**src/rtl/brick_game_sequencer.sv**
```systemverilog
// Game-flow controller for the brick game: wipes the brick array, then sequences
// serve, play, ball-lost, level-clear and game-over phases, using vsync as the frame tick.
module brick_game_sequencer #(
  parameter int NUM_BRICKS   = 128,
  parameter int SERVE_FRAMES = 60,
  parameter int LOST_FRAMES  = 60,
  parameter int CLEAR_FRAMES = 30,
  parameter int LOST_Y       = 240
) (
  input  logic       clk,
  input  logic       reset,
  input  logic       vsync,
  input  logic       start,
  input  logic       brick_hit,
  input  logic [8:0] ball_y,
  input  logic [3:0] lives,
  output logic       ball_hold,
  output logic       clear_we,
  output logic [6:0] clear_addr,
  output logic       declives,
  output logic       game_over,
  output logic [3:0] level,
  output logic [2:0] state
);

  typedef enum logic [2:0] {
    WIPE     = 3'd0,
    IDLE     = 3'd1,
    SERVE    = 3'd2,
    PLAY     = 3'd3,
    LOST     = 3'd4,
    LEVELCLR = 3'd5,
    GAMEOVER = 3'd6
  } state_t;

  state_t     fsm;
  logic       vsync_q;
  logic       start_q;
  logic       wipe_to_serve;
  logic [7:0] bricks_left;
  logic [7:0] frame_cnt;
  logic [8:0] frame_next;
  logic       frame_tick;
  logic       start_edge;
  logic       serve_done;
  logic       lost_done;
  logic       clear_done;
  logic       last_brick;
  logic       ball_lost;

  assign frame_tick = vsync & ~vsync_q;
  assign start_edge = start & ~start_q;

  // A phase of N frames ends on the tick that would make the count reach N; N=0 ends on the first tick.
  assign frame_next = {1'b0, frame_cnt} + 9'd1;
  assign serve_done = frame_tick && (frame_next >= 9'(SERVE_FRAMES));
  assign lost_done  = frame_tick && (frame_next >= 9'(LOST_FRAMES));
  assign clear_done = frame_tick && (frame_next >= 9'(CLEAR_FRAMES));

  assign last_brick = (bricks_left == 8'd0) || (brick_hit && (bricks_left == 8'd1));
  assign ball_lost  = frame_tick && (ball_y >= 9'(LOST_Y));
  assign state      = fsm;

  always_ff @(posedge clk or posedge reset) begin
    if (reset) begin
      fsm           <= WIPE;
      vsync_q       <= 1'b0;
      start_q       <= 1'b0;
      wipe_to_serve <= 1'b0;
      bricks_left   <= 8'd0;
      frame_cnt     <= 8'd0;
      clear_we      <= 1'b1;
      clear_addr    <= 7'd0;
      ball_hold     <= 1'b1;
      declives      <= 1'b0;
      game_over     <= 1'b0;
      level         <= 4'd0;
    end else begin
      vsync_q  <= vsync;
      start_q  <= start;
      declives <= 1'b0;
      if (frame_tick) begin
        frame_cnt <= frame_cnt + 8'd1;
      end
      case (fsm)
        WIPE: begin
          if (clear_addr == 7'(NUM_BRICKS - 1)) begin
            clear_we    <= 1'b0;
            clear_addr  <= 7'd0;
            bricks_left <= 8'(NUM_BRICKS);
            frame_cnt   <= 8'd0;
            fsm         <= wipe_to_serve ? SERVE : IDLE;
          end else begin
            clear_addr <= clear_addr + 7'd1;
          end
        end
        IDLE: begin
          if (start_edge) begin
            fsm       <= SERVE;
            frame_cnt <= 8'd0;
          end
        end
        SERVE: begin
          if (serve_done) begin
            fsm       <= PLAY;
            ball_hold <= 1'b0;
            frame_cnt <= 8'd0;
          end
        end
        PLAY: begin
          if (brick_hit && (bricks_left != 8'd0)) begin
            bricks_left <= bricks_left - 8'd1;
          end
          // Clearing the last brick takes priority over losing the ball in the same cycle.
          if (last_brick) begin
            fsm       <= LEVELCLR;
            ball_hold <= 1'b1;
            frame_cnt <= 8'd0;
          end else if (ball_lost) begin
            fsm       <= LOST;
            ball_hold <= 1'b1;
            declives  <= 1'b1;
            frame_cnt <= 8'd0;
          end
        end
        LOST: begin
          if (lost_done) begin
            frame_cnt <= 8'd0;
            if (lives == 4'd0) begin
              fsm       <= GAMEOVER;
              game_over <= 1'b1;
            end else begin
              fsm <= SERVE;
            end
          end
        end
        LEVELCLR: begin
          if (clear_done) begin
            level         <= level + 4'd1;
            fsm           <= WIPE;
            clear_we      <= 1'b1;
            clear_addr    <= 7'd0;
            wipe_to_serve <= 1'b1;
            frame_cnt     <= 8'd0;
          end
        end
        GAMEOVER: begin
          if (start_edge) begin
            level         <= 4'd0;
            fsm           <= WIPE;
            game_over     <= 1'b0;
            clear_we      <= 1'b1;
            clear_addr    <= 7'd0;
            wipe_to_serve <= 1'b0;
            frame_cnt     <= 8'd0;
          end
        end
        default: begin
          fsm        <= WIPE;
          clear_we   <= 1'b1;
          clear_addr <= 7'd0;
          ball_hold  <= 1'b1;
          game_over  <= 1'b0;
        end
      endcase
    end
  end

endmodule

```
**config.mk**
```make
export PLATFORM = sky130hd
export DESIGN_NAME = brick_game_sequencer
export DESIGN_NICKNAME = d
export VERILOG_FILES = /design/src/rtl/brick_game_sequencer.sv
export SDC_FILE = /design/constraint.sdc
export NUM_CORES = 1
export LEC_CHECK = 0
export CAP_MARGIN = 10
export CORE_MARGIN = 1.5
export CORE_UTILIZATION = 57
export CTS_CLUSTER_SIZE = 20
export DETAILED_ROUTE_END_ITERATION = 16
export GPL_ROUTABILITY_DRIVEN = 1
export PLACE_DENSITY_LB_ADDON = 0.05
export SLEW_MARGIN = 20
export SYNTH_ARGS = -nofsm -noshare
export SYNTH_HDL_FRONTEND = slang
export SYNTH_SLANG_ARGS = --single-unit
```
**constraint.sdc**
```tcl
create_clock -name clk -period 4 [get_ports clk]
set_clock_uncertainty 0.2 [all_clocks]
set_input_delay 0.6 -clock clk [delete_from_list [all_inputs] [get_ports clk]]
set_output_delay 0.6 -clock clk [all_outputs]
set_load 0.05 [all_outputs]
```
Word level (Yosys, flattened, before mapping):

Index checks and enable logic that the tools add are counted.

* output and inout bits: 18
* bits in registers: 37
* input port bits: 18

* $lt $le $gt $ge: 3
* $add $sub $neg: 5
* reduce and logical (&&, ||, !) cells: 24
* muxes and demuxes: 45
* eq/ne operators: 17
* bitwise operators: 7

Operators with widths (count)
* two-way mux 8 bit: 9
* one-hot mux 8 bit (5 select lines): 1
* one-hot mux 7 bit (4 select lines): 1
* two-way mux 3 bit: 9
* two-way mux 7 bit: 3
* one-hot mux 3 bit (7 select lines): 1
* inequality test 2 bit, second input constant: 8
* one-hot mux 8 bit (2 select lines): 1
* two-way mux 1 bit: 12
* AND reduction 3 bit: 4
* OR reduction 5 bit: 2
* adder 8 x 1 -> 9 bit, second input constant: 1
* == test 3 bit, second input constant: 3
* >= comparator 9 x 5 -> 1 bit, second input constant: 1
* >= comparator 9 x 6 -> 1 bit, second input constant: 1
* >= comparator 9 x 8 -> 1 bit, second input constant: 1
* adder 8 x 1 -> 8 bit, second input constant: 1
* == test 8 x 1 -> 1 bit, second input constant: 1
* logical NOT 8 bit: 1
* two-way mux 4 bit: 2
* one-hot mux 4 bit (2 select lines): 1
* AND reduction 4 bit: 2
* nonzero test 8 bit: 1
* subtractor 8 x 1 -> 8 bit, second input constant: 1
* other kinds (20): 33

Depth between registers and ports, before layout:

* word-level depth: 6
* gate-level depth with buffers: 8
* gate-level depth less buffers: 8

Worst setup path after synthesis:

No wires, ideal clock.

* path kind: reg2reg
* from: register fsm[1], in the netlist state[1]
* to: register bricks_left[7]
* data required time: 3.676 ns
* setup slack: 1.461 ns
* stages on the path, launching flop included: 9
* arrival: 2.215 ns
* buffers on the path: 2
* path through: dfrtp_1 > buf_2 > or3_4 > buf_6 > nor4_4 > o2111ai_2 > nor4_2 > xnor2_1 > o21ai_1

* longest elaborated chain between the ends: 3
* elaborated cells between the ends (all ways): 7

RTL lines
* from (decl): line 36 `state_t fsm;`
* from (signal assigned): line 92 `fsm <= wipe_to_serve ? SERVE : IDLE;`
* == test 3 x 2 -> 1 bit or logical NOT 3 bit (tied branches): line 85 `case (fsm)`
* inequality test 2 bit (no line) or nonzero test 2 bit (tied branches)
* AND reduction 3 bit (no line)
* to (signal assigned): line 90 `bricks_left <= 8'(NUM_BRICKS);`
* to (signal assigned): line 112 `bricks_left <= bricks_left - 8'd1;`
* to (decl): line 40 `logic [7:0] bricks_left;`

Several ways; a longest one is shown, not always the timed one.
A chain may end at the register's enable or synchronous reset.

Worst setup path in the final report:

* from: input vsync
* to: register frame_cnt[2]

* longest elaborated chain between the ends: 5
* elaborated cells between the ends (all ways): 12

RTL lines
* from (decl): line 12 `input logic vsync,`
* AND 1 bit *: line 51 `assign frame_tick = vsync & ~vsync_q;`
* two-way mux 8 bit or logical AND 1 bit (tied branches): line 82, 61
* two-way mux 8 bit: line 119 `end else if (ball_lost) begin`
* two-way mux 8 bit: line 115 `if (last_brick) begin`
* one-hot mux 8 bit (5 select lines) *: line 85
* to (signal assigned): line 83 `frame_cnt <= frame_cnt + 8'd1;`
* to (decl): line 41 `logic [7:0] frame_cnt;`

Every way passes the cells marked *; elsewhere a longest branch is shown, timed or not.

==> impl_metrics.ini <==
[floorplan]
core_area_mm2 = 0.003661
die_h_um = 64.86
initial_core_util_pct = 59.57
num_io_pins = 36
dieWidth_um = 64.86
rows = 22
dieArea_mm2 = 0.004206

[synth]
synthDistinctLibCells = 57
synthCells = 235
synthFlopType = dfrtp_1
synth_area_mm2 = 0.002181
async_flop_share_pct = 100.0
yosysWarnings = 0
seq_area_frac_synth_pct = 42.57
ys_ff_latch = 37
synth_edf_count = 0
syn_nets = 260
avgSynthCellArea_um2 = 9.280

[final_layout]
nets = 292
diodes = 0
post-route-util_pct = 70.92
areaGrowthSynthToFinish_pct = 19.05
drive_above_1_share_pct = 7.090
fill_cells = 291
finalNonFillerCells = 316

[sta]
setup_slack_ps = 1088
rsz0062_at_grt = no
setup_viol = 0
max_slew_margin_pct = 63.19
clock.fmax_mhz = 343.4
fin_crit_ps = 2912
finalHoldViolCount = 0
min_period_over_period_pct = 72.79
worst_pin_slew_ps = 547.9
whs_ps = 289.5
fin_setup_tns_ps = 0
final_max_slew_viol_count = 0

[global_route]
grt-busiest-layer = met2
grt_pass1_vias = 1791
grt_use_met2_pct = 42.65
antenna_found_initial = 0
grt-ovfl-total = 0
met1_usage_pct = 27.85
grt_max_degree = 38
gr-usage-all-layers_pct = 24.08
gr-usage-met3_pct = 5.382
grt_pass1_wl_um = 7769

[place]
port_buffers = 31
place_worst_setup_slack_ps = 787.6
place_hpwl_um = 3233
gp_congestion = 0.8562
place_inst = 308

[power]
leakage_nw = 1.082
clkPwrFrac_pct = 15.4
swShare_pct = 45.60
p_per_area_mw_per_mm2 = 639.8
seq_power_share_pct = 38.2
pwr-share-comb_pct = 46.4
p_int_mw = 0.9037
p_switching_mw = 0.7574
ir_worst_vdd_mv = 0.3017

[job]
drv_cap = 0

[route]
postRouteAntennaNets = 0
vias = 1839
drt_iter0_drc = 136
post_drt_wl_per_cell_um = 14.35
drt-pass1-iter-count = 4
avgViaCountPerCell = 5.820
drc = 0
wl_um = 4535

[clock_network]
clk_pin_slew_ps = 70
htreeDepth = 2
cts_buffers = 5
ctsResizeCount = 0
ctsRootBufferMaster = clkbuf_8
cts_sinks = 37
clock_latency_ps = 290
cts_tree = done
clk_path_buf_depth = 2
cts_hold_buf = 0
post_cts_buffers = 0

[worst_setup_path]
crit_path_end_kind = register
arrival_ps = 2880
critPathKind = input port to register
worstPathRequired_ps = 3970
crit_fanout = 8
cp-start-kind = input port

[hold_path]
hp-class = register to register

[run_status]
run_status = finished, final reports clean
[cell type report]
class | count | area, um^2 | area share, %
clock buffer | 8 | 80.08 | 3.084
inverter | 10 | 37.54 | 1.446
sequential | 37 | 928.4 | 35.76
multi-input combinational | 181 | 1172 | 45.16
tap | 48 | 60.06 | 2.313
timing repair buffer | 32 | 317.8 | 12.24
[cell usage after synthesis, drive strengths merged (4+ instances only)]
| cell type | n | area share (%) |
|---|---|---|
| a21boi | 4 | 1.4 |
| a21oi | 9 | 2.1 |
| a31oi | 4 | 1.1 |
| a41o | 4 | 1.8 |
| clkbuf | 4 | 0.69 |
| dfrtp | 35 | 40 |
| ha | 7 | 4.0 |
| inv | 10 | 1.7 |
| nand2 | 18 | 3.1 |
| nand3 | 7 | 1.6 |
| nor2 | 33 | 5.7 |
| nor3 | 10 | 2.3 |
| o21ai | 13 | 3.0 |
| or3 | 4 | 1.4 |
| xnor2 | 9 | 3.6 |
| xor2 | 6 | 2.4 |
[flip-flops by register name (all words and copies together), names as in the netlist]
name,flops
wipe_to_serve,1
declives,1
state,3
bricks_left,8
frame_cnt,8
clear_addr,7
vsync_q,1
clear_we,1
start_q,1
ball_hold,1
level,4
game_over,1
[logic make-up (layout without fill, tap and decap cells)]
group           count (synthesis)  in the layout  share of synthesized area, %
xor+xnor                       15             15                         6.024
simple gates                   95             95                         22.20
flops                          37             37                         42.57
buf+inv                        17             50                         3.672
fa+ha+maj                       7              7                         4.016
mux                             2              2                         1.033
compound gates                 62             62                         20.48
[metal layers]
metal / share of wire [%] / vias to the layer above / wire length (um)
met5: 0 / - / 0
met4: 1.3 / 0 / 61
met1: 45 / 890 / 2038
met2: 50 / 34 / 2274
met3: 3.5 / 4 / 160
li1: - / 911 / -
[power by group through the flow]
stage	logic, mW	registers, mW	clock network (mW)
floorplan	0.491	0.754	0
global placement	0.756	0.639	0
detailed placement	0.769	0.640	0
CTS	0.773	0.633	0.258
global route	0.853	0.654	0.272
finish	0.771	0.635	0.255
[metrics by stage]
| stage | power, mW | area (um^2) |
|---|---|---|
| after floorplan | 1.245 | 2181 |
| final | 1.661 | 2596 |
| after global placement | 1.395 | 2516 |
| after detailed placement | 1.409 | 2516 |
| after CTS | 1.665 | 2596 |
| after global routing | 1.779 | 2596 |
[worst max-delay path, stage by stage]
cell             delay (ps)
clkdlybuf4s50_1         510
nor2b_1                 480
o2111ai_1               200
and3_1                  250
a211oi_2                340
o311a_1                 400
nor2_1                  100
[worst paths after layout]
check                                  start            to  slack, ps  cells past startpoint
max in group asynchronous              reset     ball_hold       2740                      3
worst max-delay path                   vsync  frame_cnt[2]       1090                      7
worst min register to register      clear_we      clear_we        290                      2
min in group asynchronous              reset      declives        510                      3
worst min-delay path                clear_we      clear_we        290                      2
worst max register to register  frame_cnt[0]  frame_cnt[2]       1370                      7
[layout by cell type, fill, tap and decap left out, types with 5 or more instances in the layout]
cell type,n
nor2_1,33
nand2_1,18
o21ai_1,5
xnor2_1,9
xor2_1,6
inv_1,10
nor3_1,10
clkbuf_8,5
a21oi_1,9
o21ai_0,8
clkdlybuf4s50_1,31
ha_1,7
dfrtp_1,35
nand3_1,7
No activity file was read; power rests on OpenSTA's default activity.
